$ cat config.mk
export PLATFORM = sky130hd
export DESIGN_NAME = sys_bus_arbiter_flat
export DESIGN_NICKNAME = d
export VERILOG_FILES = /design/src/rtl/sys_bus_arbiter_if.sv /design/src/rtl/sys_bus_arbiter.sv /design/src/flat_wrapper.sv
export SDC_FILE = /design/constraint.sdc
export NUM_CORES = 1
export LEC_CHECK = 0
export BUFFER_PORTS_ARGS = -buffer_cell sky130_fd_sc_hd__clkbuf_2
export CORE_AREA = 2 2 117 119
export DETAILED_ROUTE_END_ITERATION = 12
export DIE_AREA = 0 0 119 121
export PLACE_DENSITY = 0.72
export SYNTH_ARGS = -nofsm -noshare
export SYNTH_HDL_FRONTEND = slang
export SYNTH_SLANG_ARGS = --single-unit
$ cat constraint.sdc
create_clock -name clk -period 2 [get_ports clk]
set_clock_uncertainty 0.2 [all_clocks]
set_input_delay 0.5 -clock clk [delete_from_list [all_inputs] [get_ports clk]]
set_output_delay 0.5 -clock clk [all_outputs]
set_load 0.1 [all_outputs]
$ cat src/rtl/sys_bus_arbiter_if.sv
// Bus bundle between the two masters, the arbiter and the system bus decoder.
interface sys_bus_arbiter_if;
    logic        m0_req;
    logic        m0_lock;
    logic [31:0] m0_addr;
    logic [31:0] m0_wdata;
    logic        m0_wen;
    logic        m0_ack;
    logic [31:0] m0_rdata;

    logic        m1_req;
    logic        m1_lock;
    logic [31:0] m1_addr;
    logic [31:0] m1_wdata;
    logic        m1_wen;
    logic        m1_ack;
    logic [31:0] m1_rdata;

    logic [31:0] bus_addr;
    logic [31:0] bus_wdata;
    logic        bus_wen;
    logic [31:0] bus_rdata;

    logic        grant_id;

    // Arbiter side.
    modport slave (
        input  m0_req, m0_lock, m0_addr, m0_wdata, m0_wen,
        input  m1_req, m1_lock, m1_addr, m1_wdata, m1_wen,
        input  bus_rdata,
        output m0_ack, m0_rdata, m1_ack, m1_rdata,
        output bus_addr, bus_wdata, bus_wen, grant_id
    );

    // Masters plus decoder side.
    modport master (
        output m0_req, m0_lock, m0_addr, m0_wdata, m0_wen,
        output m1_req, m1_lock, m1_addr, m1_wdata, m1_wen,
        output bus_rdata,
        input  m0_ack, m0_rdata, m1_ack, m1_rdata,
        input  bus_addr, bus_wdata, bus_wen, grant_id
    );
endinterface

$ cat src/rtl/sys_bus_arbiter.sv
// Two-master round-robin system bus arbiter with bounded lock (bus hold) support.
// Each transaction is IDLE -> ACCESS -> RESP; locked masters skip IDLE.
module sys_bus_arbiter #(
    parameter int unsigned MAX_HOLD = 16
) (
    input  logic              clk,
    input  logic              rst_n,
    sys_bus_arbiter_if.slave  bus_if
);

    localparam int unsigned DW = 32;
    localparam int unsigned HW = $clog2(MAX_HOLD + 1);

    typedef enum logic [1:0] {
        IDLE   = 2'd0,
        ACCESS = 2'd1,
        RESP   = 2'd2
    } state_e;

    typedef struct packed {
        logic [DW-1:0] addr;
        logic [DW-1:0] wdata;
        logic          wen;
    } cmd_t;

    state_e        state_q, state_d;
    cmd_t          bus_q,   bus_d;
    logic          grant_q, grant_d;
    logic [HW-1:0] hold_q,  hold_d;
    logic          ack0_q,  ack0_d;
    logic          ack1_q,  ack1_d;
    logic [DW-1:0] rdata0_q, rdata0_d;
    logic [DW-1:0] rdata1_q, rdata1_d;

    cmd_t          cmd0_c, cmd1_c;
    logic          win_c;
    logic          own_req_c, own_lock_c, other_req_c;
    logic [DW-1:0] rd_c;

    assign cmd0_c = '{addr: bus_if.m0_addr, wdata: bus_if.m0_wdata, wen: bus_if.m0_wen};
    assign cmd1_c = '{addr: bus_if.m1_addr, wdata: bus_if.m1_wdata, wen: bus_if.m1_wen};

    // On a tie the master that did not own the bus last wins.
    assign win_c = (bus_if.m0_req && bus_if.m1_req) ? ~grant_q : bus_if.m1_req;

    assign own_req_c   = grant_q ? bus_if.m1_req  : bus_if.m0_req;
    assign own_lock_c  = grant_q ? bus_if.m1_lock : bus_if.m0_lock;
    assign other_req_c = grant_q ? bus_if.m0_req  : bus_if.m1_req;

    assign rd_c = bus_q.wen ? '0 : bus_if.bus_rdata;

    always_comb begin
        state_d  = state_q;
        bus_d    = '0;
        grant_d  = grant_q;
        hold_d   = hold_q;
        ack0_d   = 1'b0;
        ack1_d   = 1'b0;
        rdata0_d = '0;
        rdata1_d = '0;

        unique case (state_q)
            IDLE: begin
                if (bus_if.m0_req || bus_if.m1_req) begin
                    state_d = ACCESS;
                    grant_d = win_c;
                    bus_d   = win_c ? cmd1_c : cmd0_c;
                    if (win_c != grant_q) begin
                        hold_d = HW'(1);
                    end
                end
            end

            ACCESS: begin
                state_d = RESP;
                if (grant_q) begin
                    ack1_d   = 1'b1;
                    rdata1_d = rd_c;
                end else begin
                    ack0_d   = 1'b1;
                    rdata0_d = rd_c;
                end
            end

            RESP: begin
                state_d = IDLE;
                // Lock is bounded only while the other master is waiting.
                if (own_req_c && own_lock_c &&
                    (!other_req_c || (hold_q < HW'(MAX_HOLD)))) begin
                    state_d = ACCESS;
                    bus_d   = grant_q ? cmd1_c : cmd0_c;
                    if (hold_q < HW'(MAX_HOLD)) begin
                        hold_d = hold_q + HW'(1);
                    end
                end
            end

            default: begin
                state_d = IDLE;
            end
        endcase
    end

    always_ff @(posedge clk or negedge rst_n) begin
        if (!rst_n) begin
            state_q  <= IDLE;
            bus_q    <= '0;
            grant_q  <= 1'b1;
            hold_q   <= HW'(1);
            ack0_q   <= 1'b0;
            ack1_q   <= 1'b0;
            rdata0_q <= '0;
            rdata1_q <= '0;
        end else begin
            state_q  <= state_d;
            bus_q    <= bus_d;
            grant_q  <= grant_d;
            hold_q   <= hold_d;
            ack0_q   <= ack0_d;
            ack1_q   <= ack1_d;
            rdata0_q <= rdata0_d;
            rdata1_q <= rdata1_d;
        end
    end

    assign bus_if.bus_addr  = bus_q.addr;
    assign bus_if.bus_wdata = bus_q.wdata;
    assign bus_if.bus_wen   = bus_q.wen;
    assign bus_if.m0_ack    = ack0_q;
    assign bus_if.m1_ack    = ack1_q;
    assign bus_if.m0_rdata  = rdata0_q;
    assign bus_if.m1_rdata  = rdata1_q;
    assign bus_if.grant_id  = grant_q;

endmodule

$ cat src/flat_wrapper.sv
// flat-port wrapper written by rule: the top's interface ports become plain ports
module sys_bus_arbiter_flat 
#(
    parameter int unsigned MAX_HOLD = 16
)
  (clk, rst_n, bus_if_m0_req, bus_if_m0_lock, bus_if_m0_addr, bus_if_m0_wdata, bus_if_m0_wen, bus_if_m1_req, bus_if_m1_lock, bus_if_m1_addr, bus_if_m1_wdata, bus_if_m1_wen, bus_if_bus_rdata, bus_if_m0_ack, bus_if_m0_rdata, bus_if_m1_ack, bus_if_m1_rdata, bus_if_bus_addr, bus_if_bus_wdata, bus_if_bus_wen, bus_if_grant_id);
  sys_bus_arbiter_if bus_if_i ();
  input  logic clk;
  input  logic rst_n;
  input wire logic [$bits(bus_if_i.m0_req)-1:0] bus_if_m0_req;
  input wire logic [$bits(bus_if_i.m0_lock)-1:0] bus_if_m0_lock;
  input wire logic [$bits(bus_if_i.m0_addr)-1:0] bus_if_m0_addr;
  input wire logic [$bits(bus_if_i.m0_wdata)-1:0] bus_if_m0_wdata;
  input wire logic [$bits(bus_if_i.m0_wen)-1:0] bus_if_m0_wen;
  input wire logic [$bits(bus_if_i.m1_req)-1:0] bus_if_m1_req;
  input wire logic [$bits(bus_if_i.m1_lock)-1:0] bus_if_m1_lock;
  input wire logic [$bits(bus_if_i.m1_addr)-1:0] bus_if_m1_addr;
  input wire logic [$bits(bus_if_i.m1_wdata)-1:0] bus_if_m1_wdata;
  input wire logic [$bits(bus_if_i.m1_wen)-1:0] bus_if_m1_wen;
  input wire logic [$bits(bus_if_i.bus_rdata)-1:0] bus_if_bus_rdata;
  output wire logic [$bits(bus_if_i.m0_ack)-1:0] bus_if_m0_ack;
  output wire logic [$bits(bus_if_i.m0_rdata)-1:0] bus_if_m0_rdata;
  output wire logic [$bits(bus_if_i.m1_ack)-1:0] bus_if_m1_ack;
  output wire logic [$bits(bus_if_i.m1_rdata)-1:0] bus_if_m1_rdata;
  output wire logic [$bits(bus_if_i.bus_addr)-1:0] bus_if_bus_addr;
  output wire logic [$bits(bus_if_i.bus_wdata)-1:0] bus_if_bus_wdata;
  output wire logic [$bits(bus_if_i.bus_wen)-1:0] bus_if_bus_wen;
  output wire logic [$bits(bus_if_i.grant_id)-1:0] bus_if_grant_id;
  assign bus_if_i.m0_req = bus_if_m0_req;
  assign bus_if_i.m0_lock = bus_if_m0_lock;
  assign bus_if_i.m0_addr = bus_if_m0_addr;
  assign bus_if_i.m0_wdata = bus_if_m0_wdata;
  assign bus_if_i.m0_wen = bus_if_m0_wen;
  assign bus_if_i.m1_req = bus_if_m1_req;
  assign bus_if_i.m1_lock = bus_if_m1_lock;
  assign bus_if_i.m1_addr = bus_if_m1_addr;
  assign bus_if_i.m1_wdata = bus_if_m1_wdata;
  assign bus_if_i.m1_wen = bus_if_m1_wen;
  assign bus_if_i.bus_rdata = bus_if_bus_rdata;
  assign bus_if_m0_ack = bus_if_i.m0_ack;
  assign bus_if_m0_rdata = bus_if_i.m0_rdata;
  assign bus_if_m1_ack = bus_if_i.m1_ack;
  assign bus_if_m1_rdata = bus_if_i.m1_rdata;
  assign bus_if_bus_addr = bus_if_i.bus_addr;
  assign bus_if_bus_wdata = bus_if_i.bus_wdata;
  assign bus_if_bus_wen = bus_if_i.bus_wen;
  assign bus_if_grant_id = bus_if_i.grant_id;
  sys_bus_arbiter #(.MAX_HOLD(MAX_HOLD)) u_core (.clk(clk), .rst_n(rst_n), .bus_if(bus_if_i));
endmodule
# Yosys cells after proc, flatten, opt, wreduce, memory -nomap -nowiden
# Cells that the tools add are included.
# word_totals
reg_bits,139
out_inout_bits,132
word_cells,56
# classes
n_addsub,1
magnitude_cmp,1
n_eq_ne,7
muxes,26
bitwise,1
n_reduce_logical,10
# ops
cell,count
$mux W65,4
$mux W32,5
$pmux W65 S2,1
$mux W5,4
$pmux W5 S2,1
$mux W1,9
$ne A2 B1 Y1 const B,4
$pmux W2 S3,1
$add A5 B1 Y5 const B,1
$lt A5 B5 Y1 const B,1
$reduce_and A5 Y1,1
$logic_and A1 B1 Y1,3
$eq A2 B1 Y1 const B,1
$eq A2 B2 Y1 const B,1
$logic_not A2 Y1,1
$logic_or A1 B1 Y1,2
$mux W2,1
$reduce_and A2 Y1,1
$reduce_bool A2 Y1,1
$logic_not A1 Y1,1
$ne A1 B1 Y1,1
$not A1 Y1,1

# Logic depth before layout (Yosys ltp)
# logic_depth
depth_word,6
depth_mapped,6

# Worst setup path after synthesis
# No wires, ideal clock.
# synth_timing
path_type,reg-to-reg
startpoint,register u_core.grant_q (netlist: u_core.bus_if.grant_id)
endpoint,"register u_core.bus_q, in the netlist u_core.bus_if.bus_addr[0]"
t_arrival_ns,1.989
required_time_ns,1.735
slack_ns,-0.255
path_stages_with_launch,7
n_path_buf,3
synth_period_minus_slack_ns,2.255
cell_sequence,dfstp_2 > buf_2 > a21boi_0 > a2111oi_2 > buf_2 > buf_4 > a22o_1
# synth_lines
element,line,source
from (decl),sys_bus_arbiter.sv:28,"logic grant_q, grant_d;"
from (signal assigned),sys_bus_arbiter.sv:117,grant_q <= grant_d;
to (signal assigned),sys_bus_arbiter.sv:116,bus_q <= bus_d;
to (decl),sys_bus_arbiter.sv:27,"cmd_t bus_q, bus_d;"

# Worst setup path after layout
# layout_timing
startpoint,register u_core.grant_q (netlist: u_core.bus_if.grant_id)
endpoint,output bus_if_grant_id
# layout_lines
element,line,source
to (decl),flat_wrapper.sv:28,output wire logic [$bits(bus_if_i.grant_id)-1:0] bus_if_grant_id;
# No word-level cell between the ends.

==> results.sh <==
export IMPL_outcome="finished, final reports clean"
export IMPL_leakage_nw=4.15
export IMPL_antenna_left=0
export IMPL_yosys_warnings=0
export IMPL_maxSlewHeadroom_pct=61.4
export IMPL_power_density_mw_per_mm2=2050
export IMPL_overflow=0
export IMPL_grtUsageTotal_pct=20.0
export IMPL_post_dp_hpwl_um=10600
export IMPL_slew_viol_final=0
export IMPL_tns_ns=0
export IMPL_cts_buffer_depth=2
export IMPL_diodes=0
export IMPL_rsz0062_at_grt="true"
export IMPL_root_buffer="clkbuf_16"
export IMPL_antenna_found_initial=0
export IMPL_pre_cts_ws_ns=-0.0147
export IMPL_finalSetupViolCount=0
export IMPL_io_pins=300
export IMPL_drc_errors=0
export IMPL_synth_avg_cell_area_um2=13.3
export IMPL_die_x_um=119
export IMPL_ff2ff_path_depth=5
export IMPL_vias_per_cell=4.75
export IMPL_synth_area_leaders="dfrtp_1 69%, a22o_1 12%, nor2_1 4.9%"
export IMPL_synthArstFlopShare_pct=100
export IMPL_drt_iter0_drc=180
export IMPL_crit_slowest_cell="dfstp_4"
export IMPL_nets=851
export IMPL_grt_max_degree=66
export IMPL_areaGrowthSynthToFinish_pct=50.4
export IMPL_vdd_drop_max_uv=955
export IMPL_fin_hold_ws_ns=0.102
export IMPL_hp_class="in2reg"
export IMPL_ys_ff_latch=139
export IMPL_synth_edff_count=0
export IMPL_syn_area_mm2=0.00495
export IMPL_ys_flop_type="dfrtp_1"
export IMPL_crit_required_ns=1.30
export IMPL_synth_largest_area_cell="dfrtp_1"
export IMPL_crit_path_start_kind="flip-flop"
export IMPL_hold_path_depth=2
export IMPL_max_freq_mhz=510
export IMPL_synth_cells=373
export IMPL_path_cells="buf_12"
export IMPL_synthDistinctLibCells=32
export IMPL_worstSkewPairLatency_ns=0.41
export IMPL_grt_pass1_wl_um=22000
export IMPL_synth_top_cell_area_share_pct=69.3
export IMPL_endpoint_kind="output port"
export IMPL_vias=4138
export IMPL_finalCriticalPeriod_ns=1.96
export IMPL_grt_pass1_vias=4301
export IMPL_synth_fp_nets=542
export IMPL_layout_setup_ws_ns=0.0373
export IMPL_path_buf_inv=1
export IMPL_drv_cap=0
export IMPL_start_util_pct=37.8
export IMPL_crit_path_max_incr_delay_ns=0.67
export IMPL_cts_made_buffers=17
export IMPL_clk_pin_slew_worst_paths_ns=0.06
export IMPL_wirelength_um=14200
export IMPL_routabilityCongestion=0.810
export IMPL_cts_sinks=139
export IMPL_cp_max_fo=8
export IMPL_critical_path_class="reg2out"
export IMPL_r2r_slack_ns=0.04
export IMPL_tightest_slew_ns=0.581
export IMPL_post_route_period_util_pct=98.1
export IMPL_design_die_area_mm2=0.0144
export IMPL_io_buffers=299
export IMPL_htree_levels=4
export IMPL_drive_above_1_share_pct=50.5
export IMPL_core_area_mm2=0.0131
export IMPL_tritoncts="done"
export IMPL_final_hold_violation_count=0
export IMPL_yosysSeqAreaShare_pct=70.4
export IMPL_routedWlPerCell_um=16.3
export IMPL_rows=42
export IMPL_crit_cells=1
export IMPL_worst_ep_arrival_time_ns=1.26
export IMPL_critical_path_top_delay_family="flip-flops"
export IMPL_drtPass1Iterations=6
export IMPL_die_h_um=121
path summary, 6_finish.rpt:
| check | from | end |
|---|---|---|
| worst min register to register | u_core.hold_q[2] | u_core.hold_q[2] |
| worst min-delay path | bus_if_m0_addr[29] | u_core.bus_if.bus_addr[29] |
| min in group asynchronous | rst_n | u_core.bus_if.bus_addr[12] |
| worst max-delay path | u_core.bus_if.grant_id | bus_if_grant_id |
| worst max register to register | u_core.bus_if.grant_id | u_core.bus_if.bus_addr[25] |
| max in group asynchronous | rst_n | u_core.bus_if.m0_rdata[21] |
flip-flops by register name, summed over array words and instances (netlist names):
| signal | flops |
|---|---|
| u_core.bus_if.m0_rdata | 32 |
| u_core.bus_if.m1_ack | 1 |
| u_core.bus_if.bus_addr | 32 |
| u_core.hold_q | 5 |
| u_core.bus_if.m0_ack | 1 |
| u_core.bus_if.bus_wen | 1 |
| u_core.bus_if.grant_id | 1 |
| u_core.state_q | 2 |
| u_core.bus_if.m1_rdata | 32 |
| u_core.bus_if.bus_wdata | 32 |
stage by stage:
stage	cell area [um^2]	util [%]	instances	power [mW]
global placement	6790	51.9	837	11.8
floorplan	4990	-	373	10.4
global route	7440	56.9	871	15.8
detailed placement	6790	51.9	837	11.9
CTS	7440	56.9	871	15.4
finish	7440	56.9	871	15.3
area by class of cell:
class                           instances  area [um^2]
Timing Repair Buffer                  316         1730
Sequential cell                       139         3480
Fill cell                            1076         5650
Tap cell                              176          220
Inverter                                7         26.3
Clock inverter                         12          195
Multi-Input combinational cell        201         1350
Clock buffer                           20          437
placed cells by master, fill, tap and decap left out, types with 2 or more instances in the layout:
cell type,netlist,final
o21ai_0,5,5
nand3b_1,2,2
nand3_1,2,2
buf_4,5,12
clkbuf_1,13,3
buf_12,0,7
nand2b_1,36,36
bufinv_16,0,5
nand4b_1,2,2
mux2i_1,4,4
inv_1,7,7
nor2_1,64,64
clkbuf_16,0,17
clkbuf_2,0,295
clkinv_2,0,4
nor2b_1,2,2
dfrtp_1,137,137
a22o_1,65,65
synthesized netlist by cell type (all sizes together) (2+ instances only):
cell     count
dfrtp      137
clkbuf      13
buf         13
a22o        65
nor2b        2
nand4b       2
a211oi       2
mux2i        4
nand2b      36
inv          7
dfstp        2
nand3        2
nor2        64
a2111oi      3
o21ai        5
nand3b       2
where the power goes:
part / internal (mW) / switching, mW / total, mW
combinational: 1.35 / 6.68 / 8.02
clock: 2.21 / 1.16 / 3.37
sequential: 3.56 / 0.302 / 3.86
logic make-up after synthesis:
group / synth area share [%]
flops: 70.4
simple gates: 11.0
compound gates: 14.3
buf+inv: 3.09
mux: 1.04
fa+ha+maj: 0.253
what timing repair did:
item / in CTS / in global routing
gates resized for setup: 0 / 0
buffers inserted: 1 / 0
pin swaps: 0 / 1
setup endpoints to repair: 1 / 49
endpoints found under the hold margin: 34 / 0
hold buffers: 1 / 0
layer usage:
layer	GRT usage, %	routed length [um]
met5	0	0
met4	7.89	287
met3	5.59	845
met2	34.7	7530
met1	23.4	5530
Note: power is estimated with default switching activity, not from simulation.
